**src/rtl/microwave_pkg.sv**
```systemverilog
// Shared constants for the microwave cook-cycle timer: FSM encodings, BCD digit
// limits, the M:SS time record and the keypad acceptance rule.
package microwave_pkg;

  localparam int STATE_W = 3;

  localparam logic [STATE_W-1:0] ST_IDLE  = 3'd0;
  localparam logic [STATE_W-1:0] ST_SET   = 3'd1;
  localparam logic [STATE_W-1:0] ST_COOK  = 3'd2;
  localparam logic [STATE_W-1:0] ST_PAUSE = 3'd3;
  localparam logic [STATE_W-1:0] ST_DONE  = 3'd4;

  localparam logic [3:0] BCD_MAX_U = 4'd9;
  localparam logic [3:0] BCD_MAX_T = 4'd5;

  typedef struct packed {
    logic [3:0] min;
    logic [3:0] sec_t;
    logic [3:0] sec_u;
  } bcd_time_t;

  // A shifted-in key must be a BCD digit and must not push an illegal value into SEC_T.
  function automatic logic key_accept(input logic [3:0] digit, input logic [3:0] old_sec_u);
    return (digit <= BCD_MAX_U) && (old_sec_u <= BCD_MAX_T);
  endfunction

endpackage

```
**src/rtl/microwave_timer_ctrl_bcd_down_digit.sv**
```systemverilog
// Single BCD down-counting digit with parallel load and ripple borrow, wrapping
// 0 -> MAX when a borrow reaches it.
module bcd_down_digit
  import microwave_pkg::*;
#(
  parameter logic [3:0] MAX = BCD_MAX_U
) (
  input  logic       clk_i,
  input  logic       rst_i,
  input  logic       load_i,
  input  logic [3:0] load_val_i,
  input  logic       dec_en_i,
  input  logic       borrow_i,
  output logic [3:0] digit_o,
  output logic       borrow_o,
  output logic       zero_o
);

  logic [3:0] digit_q, digit_d;

  assign zero_o   = (digit_q == 4'd0);
  assign borrow_o = dec_en_i & borrow_i & zero_o;
  assign digit_o  = digit_q;

  always_comb begin
    digit_d = digit_q;
    if (load_i) begin
      digit_d = load_val_i;
    end else if (dec_en_i && borrow_i) begin
      digit_d = zero_o ? MAX : (digit_q - 4'd1);
    end
  end

  always_ff @(posedge clk_i or posedge rst_i) begin
    if (rst_i) digit_q <= 4'd0;
    else       digit_q <= digit_d;
  end

endmodule

```
**src/rtl/microwave_timer_ctrl.sv**
```systemverilog
// Microwave cook-cycle controller: keypad entry, START/STOP/door sequencing and
// an M:SS countdown. Define DONE_BEEP_EN to hold the beeper in DONE for BEEP_SECONDS.
//
// state | meaning
// IDLE  | time 0:00, waiting for keys
// SET   | time entered, not running
// COOK  | counting down, magnetron on while door closed
// PAUSE | halted by STOP or door, time held
// DONE  | countdown reached 0:00
module microwave_timer_ctrl
  import microwave_pkg::*;
#(
  parameter int CLK_PER_SEC  = 1000,
  parameter int BEEP_SECONDS = 3
) (
  input  logic               clk_i,
  input  logic               clear_i,
  input  logic               key_valid_i,
  input  logic [3:0]         key_digit_i,
  input  logic               start_i,
  input  logic               stop_i,
  input  logic               door_open_i,
  output logic [3:0]         min_o,
  output logic [3:0]         sec_t_o,
  output logic [3:0]         sec_u_o,
  output logic [STATE_W-1:0] state_o,
  output logic               mag_on_o,
  output logic               beep_o
);

  localparam int PW = $clog2(CLK_PER_SEC);
  localparam logic [PW-1:0] PRESC_TC = PW'(CLK_PER_SEC - 1);

  if (CLK_PER_SEC < 2 || BEEP_SECONDS < 1) begin : g_param_check
    $error("microwave_timer_ctrl: CLK_PER_SEC must be >= 2 and BEEP_SECONDS >= 1");
  end

  logic [STATE_W-1:0] state_q, state_d;
  logic [PW-1:0]      presc_q, presc_d;
  logic               tick;
  logic               time_ld;
  bcd_time_t          time_ld_val;
  logic               done_exit;

  logic [3:0] min_q, sec_t_q, sec_u_q;
  logic       min_zero, sec_t_zero, sec_u_zero;
  logic       sec_u_borrow, sec_t_borrow, min_borrow;
  logic       time_zero, time_one, key_ok;
  bcd_time_t  key_shift;

  assign time_zero = min_zero & sec_t_zero & sec_u_zero;
  assign time_one  = min_zero & sec_t_zero & (sec_u_q == 4'd1);
  assign key_ok    = key_valid_i & key_accept(key_digit_i, sec_u_q);
  assign key_shift = '{min: sec_t_q, sec_t: sec_u_q, sec_u: key_digit_i};

  // Higher-priority inputs (STOP > door > START > key) pre-empt lower ones.
  always_comb begin
    state_d     = state_q;
    presc_d     = presc_q;
    tick        = 1'b0;
    time_ld     = 1'b0;
    time_ld_val = '0;
    case (state_q)
      ST_IDLE: begin
        if (!stop_i && !door_open_i && !start_i && key_ok) begin
          time_ld     = 1'b1;
          time_ld_val = key_shift;
          state_d     = ST_SET;
        end
      end
      ST_SET: begin
        if (stop_i) begin
          time_ld = 1'b1;
          state_d = ST_IDLE;
        end else if (!door_open_i) begin
          if (start_i) begin
            if (!time_zero) begin
              presc_d = '0;
              state_d = ST_COOK;
            end
          end else if (key_ok) begin
            time_ld     = 1'b1;
            time_ld_val = key_shift;
          end
        end
      end
      ST_COOK: begin
        if (stop_i) begin
          state_d = ST_PAUSE;
        end else begin
          tick    = (presc_q == PRESC_TC);
          presc_d = tick ? '0 : (presc_q + 1'b1);
          // The door does not cancel a coinciding tick; it can pause at 0:00.
          if (door_open_i) begin
            presc_d = presc_q;
            state_d = ST_PAUSE;
          end else if (tick && (time_one || min_borrow)) begin
            state_d = ST_DONE;
          end
        end
      end
      ST_PAUSE: begin
        if (stop_i) begin
          time_ld = 1'b1;
          state_d = ST_IDLE;
        end else if (!door_open_i && start_i && !time_zero) begin
          presc_d = '0;
          state_d = ST_COOK;
        end
      end
      ST_DONE: begin
        if (done_exit) state_d = ST_IDLE;
      end
      default: state_d = ST_IDLE;
    endcase
  end

  always_ff @(posedge clk_i or posedge clear_i) begin
    if (clear_i) begin
      state_q <= ST_IDLE;
      presc_q <= '0;
    end else begin
      state_q <= state_d;
      presc_q <= presc_d;
    end
  end

  bcd_down_digit #(.MAX(BCD_MAX_U)) u_sec_u (
    .clk_i      (clk_i),
    .rst_i      (clear_i),
    .load_i     (time_ld),
    .load_val_i (time_ld_val.sec_u),
    .dec_en_i   (tick),
    .borrow_i   (1'b1),
    .digit_o    (sec_u_q),
    .borrow_o   (sec_u_borrow),
    .zero_o     (sec_u_zero)
  );

  bcd_down_digit #(.MAX(BCD_MAX_T)) u_sec_t (
    .clk_i      (clk_i),
    .rst_i      (clear_i),
    .load_i     (time_ld),
    .load_val_i (time_ld_val.sec_t),
    .dec_en_i   (tick),
    .borrow_i   (sec_u_borrow),
    .digit_o    (sec_t_q),
    .borrow_o   (sec_t_borrow),
    .zero_o     (sec_t_zero)
  );

  bcd_down_digit #(.MAX(BCD_MAX_U)) u_min (
    .clk_i      (clk_i),
    .rst_i      (clear_i),
    .load_i     (time_ld),
    .load_val_i (time_ld_val.min),
    .dec_en_i   (tick),
    .borrow_i   (sec_t_borrow),
    .digit_o    (min_q),
    .borrow_o   (min_borrow),
    .zero_o     (min_zero)
  );

`ifdef DONE_BEEP_EN
  localparam int BEEP_CYC = BEEP_SECONDS * CLK_PER_SEC;
  localparam int BW       = $clog2(BEEP_CYC);

  logic [BW-1:0] beep_cnt_q, beep_cnt_d;
  logic          beep_q;

  assign done_exit = stop_i | key_valid_i | (beep_cnt_q == '0);

  always_comb begin
    beep_cnt_d = beep_cnt_q;
    if (state_q != ST_DONE && state_d == ST_DONE) begin
      beep_cnt_d = BW'(BEEP_CYC - 1);
    end else if (state_q == ST_DONE && beep_cnt_q != '0) begin
      beep_cnt_d = beep_cnt_q - 1'b1;
    end
  end

  always_ff @(posedge clk_i or posedge clear_i) begin
    if (clear_i) begin
      beep_cnt_q <= '0;
      beep_q     <= 1'b0;
    end else begin
      beep_cnt_q <= beep_cnt_d;
      beep_q     <= (state_d == ST_DONE);
    end
  end

  assign beep_o = beep_q;
`else
  assign done_exit = 1'b1;
  assign beep_o    = 1'b0;
`endif

  assign min_o    = min_q;
  assign sec_t_o  = sec_t_q;
  assign sec_u_o  = sec_u_q;
  assign state_o  = state_q;
  assign mag_on_o = (state_q == ST_COOK) & ~door_open_i;

endmodule

```
**config.mk**
```make
export PLATFORM = sky130hd
export DESIGN_NAME = microwave_timer_ctrl
export DESIGN_NICKNAME = d
export VERILOG_FILES = /design/src/rtl/microwave_pkg.sv /design/src/rtl/microwave_timer_ctrl_bcd_down_digit.sv /design/src/rtl/microwave_timer_ctrl.sv
export SDC_FILE = /design/constraint.sdc
export NUM_CORES = 1
export LEC_CHECK = 0
export CAP_MARGIN = 20
export CORE_MARGIN = 2
export CORE_UTILIZATION = 34
export CTS_BUF_LIST = sky130_fd_sc_hd__clkbuf_4
export DETAILED_ROUTE_END_ITERATION = 12
export GPL_ROUTABILITY_DRIVEN = 0
export HOLD_SLACK_MARGIN = 0.06
export SLEW_MARGIN = 30
export SYNTH_ARGS = -nofsm -noshare
export SYNTH_HDL_FRONTEND = slang
export SYNTH_SLANG_ARGS = --single-unit
```
**constraint.sdc**
```tcl
create_clock -name clk_i -period 2.3 [get_ports clk_i]
set_clock_uncertainty 0.1 [all_clocks]
set_input_delay 0.23 -clock clk_i [delete_from_list [all_inputs] [get_ports clk_i]]
set_output_delay 0.23 -clock clk_i [all_outputs]
set_load 0.1 [all_outputs]
```
Yosys cells after proc, flatten, opt, wreduce, memory -nomap -nowiden

Index checks and enable logic that the tools add are counted.

Flip-flop bits (word level): 25
Input port bits: 10

Equality and inequality tests: 19
Reduce and logical (&&, ||, !) cells: 24
Add/subtract/negate cells: 4
Bitwise logic cells: 11
Muxes and demuxes: 45
Order comparisons: 2

Operators by type and width:

| cell                                                            | count |
|---|---|
| 2-to-1 mux 10 bit                                               | 9 |
| 2-to-1 mux 12 bit                                               | 5 |
| 2-to-1 mux 4 bit                                                | 9 |
| 2-to-1 mux 3 bit                                                | 10 |
| one-hot mux 10 bit (3 select lines)                             | 1 |
| one-hot mux 12 bit (2 select lines)                             | 1 |
| != test 2 bit (second input constant)                           | 9 |
| zero test 4 bit                                                 | 3 |
| != test 3 bit (second input constant)                           | 4 |
| one-hot mux 3 bit (4 select lines)                              | 1 |
| subtractor 4 x 1 -> 4 bit (second input constant)               | 3 |
| adder 10 x 1 -> 10 bit (second input constant)                  | 1 |
| bitwise AND 1 bit                                               | 10 |
| equality test 10 bit (second input constant)                    | 1 |
| logical AND 1 bit                                               | 9 |
| AND reduction 9 bit                                             | 1 |
| 2-to-1 mux 1 bit                                                | 8 |
| equality test 3 x 2 -> 1 bit (second input constant)            | 2 |
| AND reduction 6 bit                                             | 1 |
| nonzero test 2 bit                                              | 3 |
| equality test 4 x 1 -> 1 bit (second input constant)            | 1 |
| less-or-equal comparator 4 x 3 -> 1 bit (second input constant) | 1 |
| less-or-equal comparator 4 bit (second input constant)          | 1 |
| zero test 1 bit                                                 | 4 |
| other kinds (7)                                                 | 7 |

Logic depth before layout (Yosys ltp)

Word-level depth: 14
Gate-level depth with buffers: 7
Gate-level depth less buffers: 6

Hierarchy

From an unflattened synthesis, not the netlist that was laid out.

Cell total of the unflattened synthesis: 191
Area total of the unflattened synthesis: 1641.6 µm²

By module, submodules not included:

| module                      | area each (µm²) | cells an instance | instances |
|---|---|---|---|
| microwave_timer_ctrl        | 982.2           | 117               | 1 |
| bcd_down_digit at u_min ... | 225.2           | 25                | 2 |
| bcd_down_digit at u_sec_t   | 209.0           | 24                | 1 |

Worst setup path after synthesis

Ideal clock, no wire load.

Path kind: register -> output
From: register state_q[1], in the netlist state_o[1]
To: output mag_on_o
Arrival: 2.812 ns
Buffers on the path: 0
Cell stages (with the launch flop): 3
Slack: -0.842 ns
Path through: dfrtp_1 or3b_2 nor2_1

Cells in the longest elaborated chain, start to end: 2

RTL lines:

| element                      | RTL line                    | source |
|---|---|---|
| start, declared              | microwave_timer_ctrl.sv:38  | `logic [STATE_W-1:0] state_q, state_d;` |
| start signal, assigned       | microwave_timer_ctrl.sv:123 | `state_q <= state_d;` |
| equality test 3 x 2 -> 1 bit | microwave_timer_ctrl.sv:202 | `assign mag_on_o = (state_q == ST_COOK) & ~door_open_i;` |
| bitwise AND 1 bit            | microwave_timer_ctrl.sv:202 |  |
| end, declared                | microwave_timer_ctrl.sv:27  | `output logic mag_on_o,` |

Every way passes these cells.

Worst setup path in the final report

From: register state_q[0], in the netlist state_o[0]
To: register u_min.digit_q[1], in the netlist u_min.digit_o[1]

Cells in the longest elaborated chain, start to end: 7
Elaborated cells between the ends (all ways): 13
Those cells by class: 3 x eq/ne; 4 x mux; 3 x bitwise; 3 x reduce/logical

RTL lines:

| element                         | RTL line                                  | source |
|---|---|---|
| equality test 3 x 2 -> 1 bit    | microwave_timer_ctrl.sv:63                | `case (state_q)` |
| 2-to-1 mux 1 bit                | microwave_timer_ctrl.sv:63                |  |
| bitwise AND 1 bit (3 in series) | microwave_timer_ctrl_bcd_down_digit.sv:22 | `assign borrow_o = dec_en_i & borrow_i & zero_o;` |
| logical AND 1 bit               | microwave_timer_ctrl_bcd_down_digit.sv:29 | `end else if (dec_en_i && borrow_i) begin` |
| nonzero test 2 bit (no line)    | n/a                                       |  |
| end signal, assigned            | microwave_timer_ctrl_bcd_down_digit.sv:36 | `else digit_q <= digit_d;` |
| end, declared                   | microwave_timer_ctrl_bcd_down_digit.sv:19 | `logic [3:0] digit_q, digit_d;` |

Parallel ways exist; a longest one is shown, timed or not.
A chain may end at the register's enable or synchronous reset.

==> out/qor.yml <==
status: "complete, no violations"
drtIter0Drc: 103
r2r_cells: 5
syn_avg_cell_area_um2: 8.81
cp_slowest_stage_delay_ns: 0.56
synth.cell_area_um2: 1590
insertion_delay_ns: 0.32
ant_nets: 0
min_period_ns: 2.25
dieHeight_um: 72.3
maxCapViolations: 0
io_buffer_count: 25
r2r_end: "u_min.digit_o[1]"
yosysTopAreaCellShare_pct: 39.4
use_met3_pct: 2.36
gr-total-overflow: 0
met1_usage_pct: 23.6
synth_top_area_cell: "dfrtp_1"
num_io_pins: 27
fillers: 436
rows: 24
vias: 1500
p_switching_mw: 1.03
seq_power_share_pct: 32.5
power.clock.fraction_pct: 10.2
grt_start_max_net_pins: 26
design_area_um2: 2070
cp_slowest_cell: "or4b_4"
cp.required_ns: 2.44
mostFrequentLayoutCells: "37 x buf_4, 19 x o21ai_0, 18 x nand2_1, 17 x nor2_1, 14 x dfrtp_1"
cp_num_buf_inv: 0
start_util_pct: 35.9
dieArea_um2: 5230
yosysWarnings: 0
clk_pin_slew_worst_paths_ns: 0.15
worstPathArrival_ns: 2.39
rsz0062_at_grt: "true"
dp_cells: 268
cp_max_fo: 8
grt_pass1_vias: 1506
crit_family: "simple AND/OR/NAND/NOR gates"
start_kind: "flop"
post-route-util_pct: 46.9
drc_errors: 0
power_switching_share_pct: 50.1
synth_nets: 191
hold_viol_final: 0
crit_chain: "or4b_4, or4_4, nor3_4, mux2i_1, o21ai_2"
internal-power_mw: 1.02
cts_tree: "yes"
cts.sinks: 25
r2r-start: "state_o[0]"
grt_antenna_before_repair: 0
synth_cell_types: 53
cts-buffers-inserted: 3
grt_pass1_wl_mm: 7.01
p_comb_share_pct: 57.4
drt-total-wl_mm: 3.97
stdcell_count: 273
clock_path_buffers: 2
ys_seq_elements: 25
post-place-ws_ns: -0.124
hold_path_class: "input port to async pin"
rrSetupSlack_ns: 0.05
final_common_cell: "buf_4"
h-tree-depth: 1
setup_viol: 0
endpoint_kind: "flop"
synthTopCellsByArea: "dfrtp_1 39%, o21ai_0 6.0%, nand2_1 4.3%, nor2_1 4.3%, nor3_4 2.1%"
maxSlewViolCount: 0
leakage_nw: 0.895
core_area_um2: 4410
ir_worst_vdd_mv: 0.477
die_width_um: 72.3
wire_per_inst_um: 14.5
max_freq_mhz: 444
hpwl_mm: 2.93
synth-edff-count: 0
drive_gt1_share_pct: 35.7
ys_async_sr_fraction_pct: 100
critical_path_class: "flop to flop"
holdWs_ns: 0.132
pwr_density_cell_nw_per_um2: 990
viasPerCell: 5.49
grtUsageMet2_pct: 25.7
fin_crit_sh_pct: 98.0
synthFlopType: "dfrtp_1"
dr.pass1.iters: 4
antennaDiodeCount: 0
synthToLayoutAreaGrowth_pct: 30.4
cts_hold_buf: 0
ys_seq_area_share_pct: 39.4
grt_usage_pct: 16.6
cts-root-buf: "clkbuf_4"
netlist_instances: 180
fin_ws_ns: 0.0458
nNetsFinal: 233
placed_cell_area_um2: 2000
grt-busiest-layer: "met2"
metrics by stage:
stage / TNS (ns) / total power, mW
3_3_place_gp: -0.279 / 1.79
2_1_floorplan: -1.72 / 1.53
5_1_grt: -0.0307 / 2.20
3_5_place_dp: -0.381 / 1.82
4_1_cts: 0 / 2.04
6_report: 0 / 2.05
worst reg2reg max path: cells and delay by family (launching register included):
kind | cells | cell delay (ns)
AOI/OAI and AO/OA | 1 | 0.06
DFF | 1 | 0.54
muxes | 1 | 0.24
and+or+nand+nor | 3 | 1.22
power by group through the flow:
| stage | Sequential [mW] | Clock [mW] | Combinational (mW) |
|---|---|---|---|
| floorplan | 0.976 | 0 | 0.557 |
| global placement | 0.667 | 0 | 1.13 |
| detailed placement | 0.675 | 0 | 1.15 |
| CTS | 0.666 | 0.221 | 1.15 |
| global route | 0.685 | 0.236 | 1.28 |
| finish | 0.665 | 0.208 | 1.17 |
cells by family (layout without fill, tap and decap cells):
| logic type | count (synthesis) | after routing | share of synthesized area (%) |
|---|---|---|---|
| AO/OA/AOI/OAI | 51 | 51 | 21.5 |
| flip-flops | 25 | 25 | 39.4 |
| XOR/XNOR | 3 | 3 | 1.66 |
| multiplexers | 2 | 2 | 1.26 |
| other | 1 | 1 | 0.236 |
| AND/OR/NAND/NOR | 80 | 80 | 29.3 |
| buffers and inverters | 17 | 58 | 5.76 |
| adder cells (fa/ha/maj) | 1 | 1 | 0.789 |
cell type report:
type	instances	area (um^2)	area share [%]
Clock buffer	3	22.5	1.09
Clock inverter	1	5.00	0.242
Inverter	6	22.5	1.09
Multi-Input combinational cell	138	905	43.7
Sequential cell	25	649	31.4
Tap cell	52	65.1	3.15
Timing Repair Buffer	48	399	19.3
sequential cells by signal, indices dropped and copies added, names as in the netlist:
name	count
u_sec_t.digit_o	4
presc_q	10
u_sec_u.digit_o	4
u_min.digit_o	4
state_o	3
worst max-delay path by stage:
stage | depth (start not counted) | endpoint | slack (ns) | from
final | 5 | u_min.digit_o[1] | 0.05 | state_o[0]
after global placement | 6 | u_min.digit_o[1] | -0.09 | stop_i
after CTS | 5 | u_min.digit_o[1] | 0.004 | state_o[0]
after detailed placement | 6 | u_min.digit_o[1] | -0.12 | stop_i
after global routing | 6 | u_sec_t.digit_o[2] | -0.02 | state_o[0]
after floorplan | 7 | u_min.digit_o[1] | -0.26 | state_o[0]
synthesized netlist by cell type (all sizes together) (2+ instances only):
library cell and count:
nand3 5, mux2i 2, or2 4, nor2 18
dfrtp 25, o31ai 4, nand2b 2, clkbuf 5
o21ai 22, xnor2 2, a21oi 5, a31oi 3
or4b 3, nor4 4, and3 4, a221o 2
nand2 18, nor3b 2, or3 3, buf 6
or4 5, o41ai 2, a211o 3, inv 6
nor3 6, or3b 3
metal layers:
layer	up-vias	wire length, um
met1	725	1940
met4	0	38
met5	-	0
li1	747	-
met3	4	133
met2	24	1860
what timing repair did:
item                       4_1_cts  5_1_grt
setup endpoints to repair        0       14
buffers inserted                 0        1
gates resized for setup          0        6
(Power assumes the default switching activity.)
